**src/rtl/vga_timing_gen.sv**
```systemverilog
// Parametrised VGA timing generator: sync/porch counters, active-area pixel
// coordinates, and a registered colour stage with built-in test patterns.
module vga_timing_gen #(
    parameter int   H_ACTIVE   = 640,
    parameter int   H_FP       = 16,
    parameter int   H_SYNC     = 96,
    parameter int   H_BP       = 48,
    parameter int   V_ACTIVE   = 480,
    parameter int   V_FP       = 10,
    parameter int   V_SYNC     = 2,
    parameter int   V_BP       = 33,
    parameter logic HS_POL     = 1'b1,
    parameter logic VS_POL     = 1'b1,
    parameter int   CNT_W      = 10,
    parameter int   CHECK_LOG2 = 4
) (
    input  logic             clk,
    input  logic             reset,
    input  logic             use_enable,
    input  logic [1:0]       mode,
    input  logic [11:0]      rgb_in,
    output logic [CNT_W-1:0] pixel_x,
    output logic [CNT_W-1:0] pixel_y,
    output logic             pixel_req,
    output logic             hsync_vga,
    output logic             vsync_vga,
    output logic [3:0]       r_vga,
    output logic [3:0]       g_vga,
    output logic [3:0]       b_vga,
    output logic             frame_start
);

    localparam int H_TOTAL = H_SYNC + H_BP + H_ACTIVE + H_FP;
    localparam int V_TOTAL = V_SYNC + V_BP + V_ACTIVE + V_FP;
    localparam int H_START = H_SYNC + H_BP;
    localparam int H_END   = H_START + H_ACTIVE;
    localparam int V_START = V_SYNC + V_BP;
    localparam int V_END   = V_START + V_ACTIVE;
    localparam int BAR_W   = H_ACTIVE / 8;

    if (H_TOTAL > (1 << CNT_W) || V_TOTAL > (1 << CNT_W) || (H_ACTIVE % 8) != 0) begin : g_bad_params
        $error("vga_timing_gen: totals exceed 2**CNT_W or H_ACTIVE is not a multiple of 8");
    end

    typedef enum logic [1:0] {
        MODE_PASS  = 2'd0,
        MODE_WHITE = 2'd1,
        MODE_BARS  = 2'd2,
        MODE_CHECK = 2'd3
    } mode_e;

    logic [CNT_W-1:0] h_count;
    logic [CNT_W-1:0] v_count;
    mode_e            mode_q;
    logic [CNT_W-1:0] bar_px;
    logic [2:0]       bar_idx;

    logic             h_in;
    logic             v_in;
    logic             at_origin;
    logic             bar_first;
    logic [CNT_W-1:0] cur_px;
    logic [2:0]       cur_idx;
    logic [11:0]      colour_next;

    function automatic logic [11:0] bar_colour(input logic [2:0] idx);
        case (idx)
            3'd0:    return 12'hFFF;
            3'd1:    return 12'hFF0;
            3'd2:    return 12'h0FF;
            3'd3:    return 12'h0F0;
            3'd4:    return 12'hF0F;
            3'd5:    return 12'hF00;
            3'd6:    return 12'h00F;
            default: return 12'h000;
        endcase
    endfunction

    // NOTE: every always_comb output gets a default first so no path can infer a latch.
    always_comb begin
        h_in      = (int'(h_count) >= H_START) && (int'(h_count) < H_END);
        v_in      = (int'(v_count) >= V_START) && (int'(v_count) < V_END);
        pixel_req = h_in && v_in;
        at_origin = (h_count == '0) && (v_count == '0);
        pixel_x   = '0;
        pixel_y   = '0;
        if (pixel_req) begin
            pixel_x = h_count - CNT_W'(H_START);
            pixel_y = v_count - CNT_W'(V_START);
        end
        // The bar counter restarts on the first active pixel of every line.
        bar_first = (int'(h_count) == H_START);
        cur_px    = bar_first ? '0 : bar_px;
        cur_idx   = bar_first ? 3'd0 : bar_idx;

        colour_next = 12'h000;
        if (pixel_req) begin
            case (mode_q)
                MODE_PASS:  colour_next = rgb_in;
                MODE_WHITE: colour_next = 12'hFFF;
                MODE_BARS:  colour_next = bar_colour(cur_idx);
                MODE_CHECK: colour_next = (pixel_x[CHECK_LOG2] ^ pixel_y[CHECK_LOG2]) ? 12'hFFF : 12'h000;
                default:    colour_next = 12'h000;
            endcase
        end
    end

    // NOTE: sequential state uses non-blocking assignments so every register samples pre-edge values.
    always_ff @(posedge clk) begin
        if (reset) begin
            h_count     <= '0;
            v_count     <= '0;
            mode_q      <= MODE_PASS;
            bar_px      <= '0;
            bar_idx     <= 3'd0;
            hsync_vga   <= ~HS_POL;
            vsync_vga   <= ~VS_POL;
            {r_vga, g_vga, b_vga} <= 12'h000;
            frame_start <= 1'b0;
        end else begin
            frame_start <= 1'b0;
            if (use_enable) begin
                if (int'(h_count) == H_TOTAL - 1) begin
                    h_count <= '0;
                    v_count <= (int'(v_count) == V_TOTAL - 1) ? '0 : v_count + CNT_W'(1);
                end else begin
                    h_count <= h_count + CNT_W'(1);
                end

                if (at_origin) begin
                    mode_q      <= mode_e'(mode);
                    frame_start <= 1'b1;
                end

                if (h_in) begin
                    if (int'(cur_px) == BAR_W - 1) begin
                        bar_px  <= '0;
                        bar_idx <= cur_idx + 3'd1;
                    end else begin
                        bar_px  <= cur_px + CNT_W'(1);
                        bar_idx <= cur_idx;
                    end
                end

                hsync_vga <= (int'(h_count) < H_SYNC) ? HS_POL : ~HS_POL;
                vsync_vga <= (int'(v_count) < V_SYNC) ? VS_POL : ~VS_POL;
                {r_vga, g_vga, b_vga} <= colour_next;
            end
        end
    end

endmodule

```
**config.mk**
```make
export PLATFORM = sky130hd
export DESIGN_NAME = vga_timing_gen
export DESIGN_NICKNAME = d
export VERILOG_FILES = /design/src/rtl/vga_timing_gen.sv
export SDC_FILE = /design/constraint.sdc
export NUM_CORES = 1
export LEC_CHECK = 0
export ABC_AREA = 1
export BUFFER_PORTS_ARGS = -buffer_cell sky130_fd_sc_hd__buf_2
export CORE_UTILIZATION = 56
export DETAILED_ROUTE_END_ITERATION = 6
export PLACE_DENSITY = 0.87
export SYNTH_ARGS = -nofsm -noshare
export SYNTH_HDL_FRONTEND = slang
export SYNTH_SLANG_ARGS = --single-unit
```
**constraint.sdc**
```tcl
create_clock -name clk -period 2.7 [get_ports clk]
set_input_delay 0.135 -clock clk [delete_from_list [all_inputs] [get_ports clk]]
set_output_delay 0.135 -clock clk [all_outputs]
set_load 0.02 [all_outputs]
```
======== Word level (Yosys, flattened, before mapping) ========
Index checks and enable logic that the tools add are counted.
word-level totals
  register bits after elaboration ......... 50
  input bits .............................. 17
  output and inout port bits .............. 36
  logic and storage cells ................. 65
cells by class
  add/sub/neg operators ................... 6
  magnitude comparators ................... 6
  equal/unequal tests ..................... 13
  multiplexer cells ....................... 15
  bitwise gates (word level) .............. 2
  reductions and logical operators ........ 12
operators by type and width
  operator                                                                              count
  12-bit one-hot mux with 7 select lines                                                1
  10-bit 2-to-1 mux                                                                     6
  12-bit one-hot mux with 4 select lines                                                1
  10-bit by 1-bit adder with 10-bit output, second input constant                       3
  12-bit 2-to-1 mux                                                                     2
  10-bit by 9-bit == test with 1-bit output, second input constant                      2
  10-bit logical NOT                                                                    2
  10-bit less-than comparator, second input constant                                    2
  10-bit == test, second input constant                                                 1
  10-bit by 8-bit == test with 1-bit output, second input constant                      1
  10-bit by 6-bit greater-or-equal comparator with 1-bit output, second input constant  1
  10-bit by 8-bit greater-or-equal comparator with 1-bit output, second input constant  1
  10-bit by 2-bit less-than comparator with 1-bit output, second input constant         1
  10-bit by 7-bit less-than comparator with 1-bit output, second input constant         1
  10-bit by 6-bit subtractor with 10-bit output, second input constant                  1
  10-bit by 8-bit subtractor with 10-bit output, second input constant                  1
  3-bit == test, second input constant                                                  3
  3-bit by 2-bit == test with 1-bit output, second input constant                       2
  3-bit 2-to-1 mux                                                                      2
  2-bit AND reduction                                                                   3
  2-bit == test, second input constant                                                  2
  1-bit logical AND                                                                     4
  3-bit by 1-bit adder with 3-bit output, second input constant                         1
  3-bit by 1-bit == test with 1-bit output, second input constant                       1
  7 further kinds                                                                       9

======== Depth between registers and ports, before layout ========
Gate-level depths: netlist (run 1).
  word-level depth ........................ 8
  gate-level depth with buffers ........... 15

======== Worst setup path after synthesis (run 1) ========
No wires, ideal clock.
  path kind ............................... reg2out
  start point ............................. register h_count[4]
  end point ............................... output port pixel_x[5]
  data arrival time ....................... 1.975 ns
  slack ................................... 0.590 ns
  stages on the path, launching flop included .. 12
  cells stage by stage .................... dfxtp_1 -> inv_1 -> ha_1 -> nand2_1 -> a21oi_1 -> nand2_2 -> nand2_4 -> nor2_4 -> inv_2 -> buf_2 -> buf_2 -> nor2_1
between the ends
  word-level cells in the longest chain between the ends .. 4
  elaborated cells between the ends (all ways) .. 6
  classes of those cells .................. 1 x add/sub; 2 x order compare; 1 x mux; 2 x reduce/logical
ends and longest elaborated chain
  item                                                                                                                 RTL line  RTL
  from (decl)                                                                                                          52        logic [CNT_W-1:0] h_count;
  from (signal assigned)                                                                                               127       h_count <= h_count + CNT_W'(1);
  10-bit by 8-bit greater-or-equal comparator with 1-bit output / 10-bit less-than comparator (equally long branches)  81        h_in = (int'(h_count) >= H_START) && (int'(h_count) < H_END);
  1-bit logical AND (*)                                                                                                81
  1-bit logical AND (*)                                                                                                83        pixel_req = h_in && v_in;
  named net pixel_req                                                                                                  24        output logic pixel_req,
  10-bit 2-to-1 mux (*)                                                                                                87        if (pixel_req) begin
  to (decl)                                                                                                            22        output logic [CNT_W-1:0] pixel_x,
The timed path passes the listed nets; every way through them passes the cells marked *.

======== Final worst setup path (run 1) ========
  start point ............................. register h_count[4]
  end point ............................... output port pixel_x[6]
between the ends
  word-level cells in the longest chain between the ends .. 4
  elaborated cells between the ends (all ways) .. 6
  classes of those cells .................. 1 x add/sub; 2 x order compare; 1 x mux; 2 x reduce/logical
ends and longest elaborated chain
  item                                                                                                                 RTL line
  10-bit by 8-bit greater-or-equal comparator with 1-bit output / 10-bit less-than comparator (equally long branches)  81
  1-bit logical AND                                                                                                    81
  1-bit logical AND                                                                                                    83
  10-bit 2-to-1 mux (*)                                                                                                87
Mark *: on every way between the ends. The rest lies on a longest branch, timed or not.

==> flow_metrics.tcl, run 1 <==
set metrics [dict create \
    max_slew_margin_pct 47.65 \
    drc 0 \
    cp-startpoint "h_count[4]$_SDFFE_PP0P_" \
    synthArstFlopShare_pct 0 \
    setup_tns_ns 0 \
    post_drt_via_cell_ratio 5.264 \
    dp_cells 565 \
    cts_setup_buffers 0 \
    crit_family "buffers and inverters" \
    worst_hold_slack_ns 0.09412 \
    syn_area_um2 3082 \
    synth-edff-count 0 \
    yosys_warnings 0 \
    p_per_area_nw_per_um2 413.5 \
    cts_tree "yes" \
    drt_wl_total_mm 7.238 \
    synth_area_per_cell_um2 6.788 \
    dp_hpwl_mm 5.386 \
    drive_gt1_share_pct 21.87 \
    cts-buffers-inserted 5 \
    seq_power_share_pct 52.2 \
    fin_worst_skew_ns 0.01036 \
    drtPass1Iterations 5 \
    cp_slowest_cell "dfxtp_1" \
    ctsResizeCount 0 \
    antenna_found_initial 0 \
    netlist_top_cells_count "nand2_1 (121), nor2_1 (54), dfxtp_1 (50), inv_1 (48)" \
    hold_viol 0 \
    worstMarginPinSlew_ns 0.7823 \
    path_class "register to output port" \
    rsz0062_at_grt "no" \
    cp-start-kind "register" \
    drt_iter0_markers 138 \
    synth_nets 481 \
    status "complete, no violations" \
    initial_core_util_pct 59.21 \
    min_period_ns 2.495 \
    areaGrowthSynthToFinish_pct 13.28 \
    cts_hold_buffers 0 \
    antenna_cells 0 \
    hold_start "mode[1]" \
    critical_path_cell_count 10 \
    reg2reg_depth 14 \
    fp.dieArea_um2 5803 \
    grt_remaining_overflow 0 \
    dieWidth_um 76.18 \
    ys_top_cells_by_area "dfxtp_1 (32%), nand2_1 (15%), nor2_1 (6.6%)" \
    finalMaxSlewViolations 0 \
    finalSetupViolCount 0 \
    fmax_mhz 400.8 \
    comb_power_share_pct 9.2 \
    grt_pass1_vias 2794 \
    power.switching_mw 0.3689 \
    fin_total_pwr_mw 1.443 \
    path_clk_slew_ns 0.10 \
    cap_violations 0 \
    max_stage_delay_ns 0.49 \
    hold_path_class "input port to register" \
    design.final.nets 529 \
    io_pins 53 \
    hold_end "mode_q[1]$_SDFFE_PP0P_" \
    ys_seq_area_share_pct 32.48 \
    cp_cell_sequence "inv_1 > ha_1 > nand2_1 > a21oi_1 > nand2_2 > nand2_4 > nor2_4 > inv_2 > a21oi_1 > buf_2" \
    end_kind "output port" \
    cp.buffers_inverters 3 \
    num_vias 3016 \
    track_usage_pct 25.69 \
    h-tree-depth 2 \
    synthCells 454 \
    ys_seq_elements 50 \
    reg2reg_to "bar_idx[2]$_SDFFE_PP0P_" \
    synth_top_area_share_pct 32.48 \
    cp.arrival_ns 2.36 \
    r2r-start "h_count[5]$_SDFFE_PP0P_" \
    clk_path_buf_depth 2 \
    cp_data_required_time_ns 2.57 \
    io_buffers 52 \
    cp_common_cell "a21oi_1" \
    placementRows 26 \
    detail-route-antenna-nets 0 \
    fin_crit_sh_pct 92.41 \
    insertion_delay_ns 0.32 \
    grt_max_degree 21 \
    switching_share_pct 25.56 \
    internal-power_mw 1.074 \
    clock_sinks 50 \
    p_clk_share_pct 38.6 \
    synth_flop_cell "dfxtp_1" \
    final_cells 573 \
    cts-root-buf "clkbuf_8" \
    wire_per_inst_um 12.63 \
    synth_most_common_cell "nand2_1" \
    globalplace.congestion 0.8747 \
    die_h_um 76.18 \
    peakVddDrop_uv 353.1 \
    whs_path_depth 3 \
    grt_pass1_wl_mm 12.08 \
    core_um2 5205 \
    ys_types 42 \
    fin_util_pct 67.07 \
    crit_fanout 20 \
    r2r_slack_ns 0.22 \
    power_leakage_nw 1.721 \
    yosysTopAreaCell "dfxtp_1" \
]
[stage by stage]
stage                     cell area [um^2]  setup slack, ns
after CTS                             3491           0.1887
final                                 3491           0.2049
after global routing                  3491          0.01003
after floorplan                       3082           0.5898
after detailed placement              3374           0.2532
after global placement                3374           0.4333
[metal layers]
metal / up-vias / global-route usage (%) / share of wire [%]
li1: 1542 / - / -
met1: 1361 / 32.39 / 46
met2: 95 / 43.00 / 47
met3: 18 / 3.713 / 4.9
met4: 0 / 12.50 / 2.0
met5: - / 0 / 0
[worst max path at each step]
| stage | end | slack, ns |
|---|---|---|
| detailed placement | bar_idx[2]$_SDFFE_PP0P_ | 0.25 |
| floorplan | pixel_x[5] | 0.59 |
| global placement | b_vga[0]$_SDFFE_PP0P_ | 0.43 |
| finish | pixel_x[6] | 0.20 |
| global route | bar_px[4]$_SDFFE_PP0P_ | 0.01 |
| CTS | pixel_x[6] | 0.19 |
[cell usage in the layout (no fill, tap or decap), types with 6 or more instances in the layout]
cell type / count
nor3_1: 13
inv_1: 48
nand3_1: 22
inv_2: 10
nand2_2: 6
xor2_1: 12
buf_2: 52
a21oi_2: 12
o21ai_0: 14
a21oi_1: 22
dfxtp_1: 50
nor2_1: 54
ha_1: 10
nand2_1: 121
[power groups by stage]
stage,Clock [mW],Sequential [mW],Combinational [mW]
6_report,0.557,0.753,0.133
5_1_grt,0.599,0.754,0.150
4_1_cts,0.566,0.753,0.133
3_5_place_dp,0,0.770,0.132
3_3_place_gp,0,0.769,0.131
2_1_floorplan,0,0.773,0.0939
[flip-flops by register name (all words and copies together), names as in the netlist]
name,count
b_vga,4
bar_idx,3
bar_px,10
frame_start,1
g_vga,4
h_count,10
hsync_vga,1
mode_q,2
r_vga,4
v_count,10
vsync_vga,1
[tightest hold or removal path, cell delays in order]
cell,delay (ns)
buf_2,0.10
nor2_1,0.09
a211oi_1,0.05
[cell families (layout without fill, tap and decap cells)]
| logic type | count (synthesis) | after routing | synth area share [%] |
|---|---|---|---|
| AND/OR/NAND/NOR | 246 | 246 | 37.52 |
| buffers and inverters | 70 | 119 | 9.094 |
| AO/OA/AOI/OAI | 63 | 63 | 12.59 |
| flip-flops | 50 | 50 | 32.48 |
| XOR/XNOR | 15 | 15 | 4.263 |
| adder cells (fa/ha/maj) | 10 | 10 | 4.060 |
[layout make-up]
type / instances / area, um^2
Inverter: 58 / 217.7
Clock buffer: 5 / 68.82
Fill cell: 449 / 1714
Multi-Input combinational cell: 334 / 1800
Tap cell: 70 / 87.58
Clock inverter: 3 / 47.55
Timing Repair Buffer: 53 / 267.8
Sequential cell: 50 / 1001
No activity file was read; power rests on OpenSTA's default activity.
==> run 2, diff against run 1 <==
- clock period: 2.7 -> 2.4 ns (I/O delays scaled with it)
==> flow_metrics.tcl, run 2 (same netlist as run 1, synthesis figures left out) <==
set metrics [dict create \
    cp-startpoint "h_count[4]$_SDFFE_PP0P_" \
    io_buffers 52 \
    hold_viol 0 \
    grt_pass1_wl_mm 12.68 \
    preCtsSetupSlack_ns 0.08433 \
    fin_total_pwr_mw 1.476 \
    drt_iter0_markers 298 \
    peakVddDrop_uv 339.3 \
    cts-buffers-inserted 5 \
    cts_hold_buffers 0 \
    final_cells 582 \
    power.switching_mw 0.3809 \
    min_period_ns 2.312 \
    r2r-start "h_count[1]$_SDFFE_PP0P_" \
    hold_start "use_enable" \
    detail-route-antenna-nets 0 \
    drive_gt1_share_pct 25.00 \
    fin_crit_sh_pct 96.35 \
    insertion_delay_ns 0.30 \
    crit_fanout 12 \
    p_clk_share_pct 32.1 \
    status "complete, no violations" \
    globalplace.congestion 0.9272 \
    worstMarginPinSlew_ns 0.5128 \
    dieWidth_um 76.18 \
    dp_cells 568 \
    switching_share_pct 25.81 \
    p_per_area_nw_per_um2 413.8 \
    initial_core_util_pct 59.21 \
    h-tree-depth 2 \
    reg_top3 "bar_px x10, h_count x10, v_count x10" \
    path_clk_slew_ns 0.09 \
    drt_wl_total_mm 7.440 \
    path_class "register to output port" \
    power_leakage_nw 1.745 \
    die_h_um 76.18 \
    fin_util_pct 68.51 \
    hold_path_class "input port to register" \
    fmax_mhz 432.4 \
    placementRows 26 \
    grt_remaining_overflow 0 \
    grt_pass1_vias 2846 \
    setup_tns_ns 0 \
    num_vias 3080 \
    drtPass1Iterations 5 \
    most-common-layout-cells "nand2_1 (120), nor2_1 (52), buf_2 (49)" \
    areaGrowthSynthToFinish_pct 15.71 \
    fin_worst_skew_ns 0.008742 \
    io_pins 53 \
    end_kind "output port" \
    design.final.nets 539 \
    finalSetupViolCount 0 \
    worst_hold_slack_ns 0.1227 \
    antenna_cells 0 \
    internal-power_mw 1.095 \
    post_drt_via_cell_ratio 5.292 \
    grt_max_degree 21 \
    cts_tree "yes" \
    fp.dieArea_um2 5803 \
    track_usage_pct 26.25 \
    cp_data_required_time_ns 2.28 \
    finish.instance_area_um2 3566 \
    cts-root-buf "clkbuf_8" \
    drc 0 \
    wire_per_inst_um 12.78 \
    cp-start-kind "register" \
    clk_path_buf_depth 2 \
    max_slew_margin_pct 65.58 \
    finalMaxSlewViolations 0 \
    clock_sinks 50 \
    core_um2 5205 \
    cap_violations 0 \
    comb_power_share_pct 10.6 \
    setup_slack_ns 0.08755 \
    place_area_um2 3397 \
    cp.arrival_ns 2.19 \
    seq_power_share_pct 57.3 \
    dp_hpwl_mm 5.592 \
    antenna_found_initial 0 \
    final_common_cell "nand2_1" \
]
==> run 2: path summary, 6_finish.rpt <==
| path | endpoint | slack [ns] | cells after the start |
|---|---|---|---|
| max | pixel_y[5] | 0.09 | 11 |
| min | vsync_vga$_SDFFE_PP0P_ | 0.12 | 2 |
| max reg2reg | bar_idx[2]$_SDFFE_PP0P_ | 0.23 | 14 |
| min reg2reg | bar_px[9]$_SDFFE_PP0P_ | 0.47 | 2 |
==> run 2: per-layer routing <==
| layer | share of wire [%] | track usage [%] | wire, um |
|---|---|---|---|
| met1 | 46 | 36.09 | 3430 |
| met2 | 47 | 42.64 | 3481 |
| met3 | 6.0 | 3.593 | 446 |
| met4 | 1.1 | 8.077 | 82 |
| met5 | 0 | 0 | 0 |
==> run 2: power groups by stage <==
stage	clock network, mW	logic, mW	registers (mW)
4_1_cts	0.478	0.156	0.845
2_1_floorplan	0	0.106	0.869
6_report	0.474	0.156	0.846
5_1_grt	0.517	0.174	0.848
3_5_place_dp	0	0.155	0.866
3_3_place_gp	0	0.150	0.865
==> run 2: timing repair <==
item	CTS	global route
gates resized for setup	2	15
pin swaps	0	2
buffers inserted	0	7
setup endpoints to repair	9	19
==> run 2: worst max-delay path, stage by stage, from the launching register on <==
cell,delay (ns)
dfxtp_4,0.41
clkinvlp_4,0.11
ha_1,0.24
nand2_2,0.11
a21oi_1,0.08
nand2_2,0.10
nand2_4,0.07
nor2_4,0.20
inv_4,0.10
buf_4,0.19
nor2_1,0.10
buf_2,0.17
==> run 2: layout make-up <==
| class | count | area, um^2 |
|---|---|---|
| Tap cell | 70 | 87.58 |
| Multi-Input combinational cell | 334 | 1822 |
| Clock buffer | 7 | 76.32 |
| Inverter | 58 | 224.0 |
| Fill cell | 444 | 1639 |
| Sequential cell | 50 | 1006 |
| Timing Repair Buffer | 63 | 350.3 |
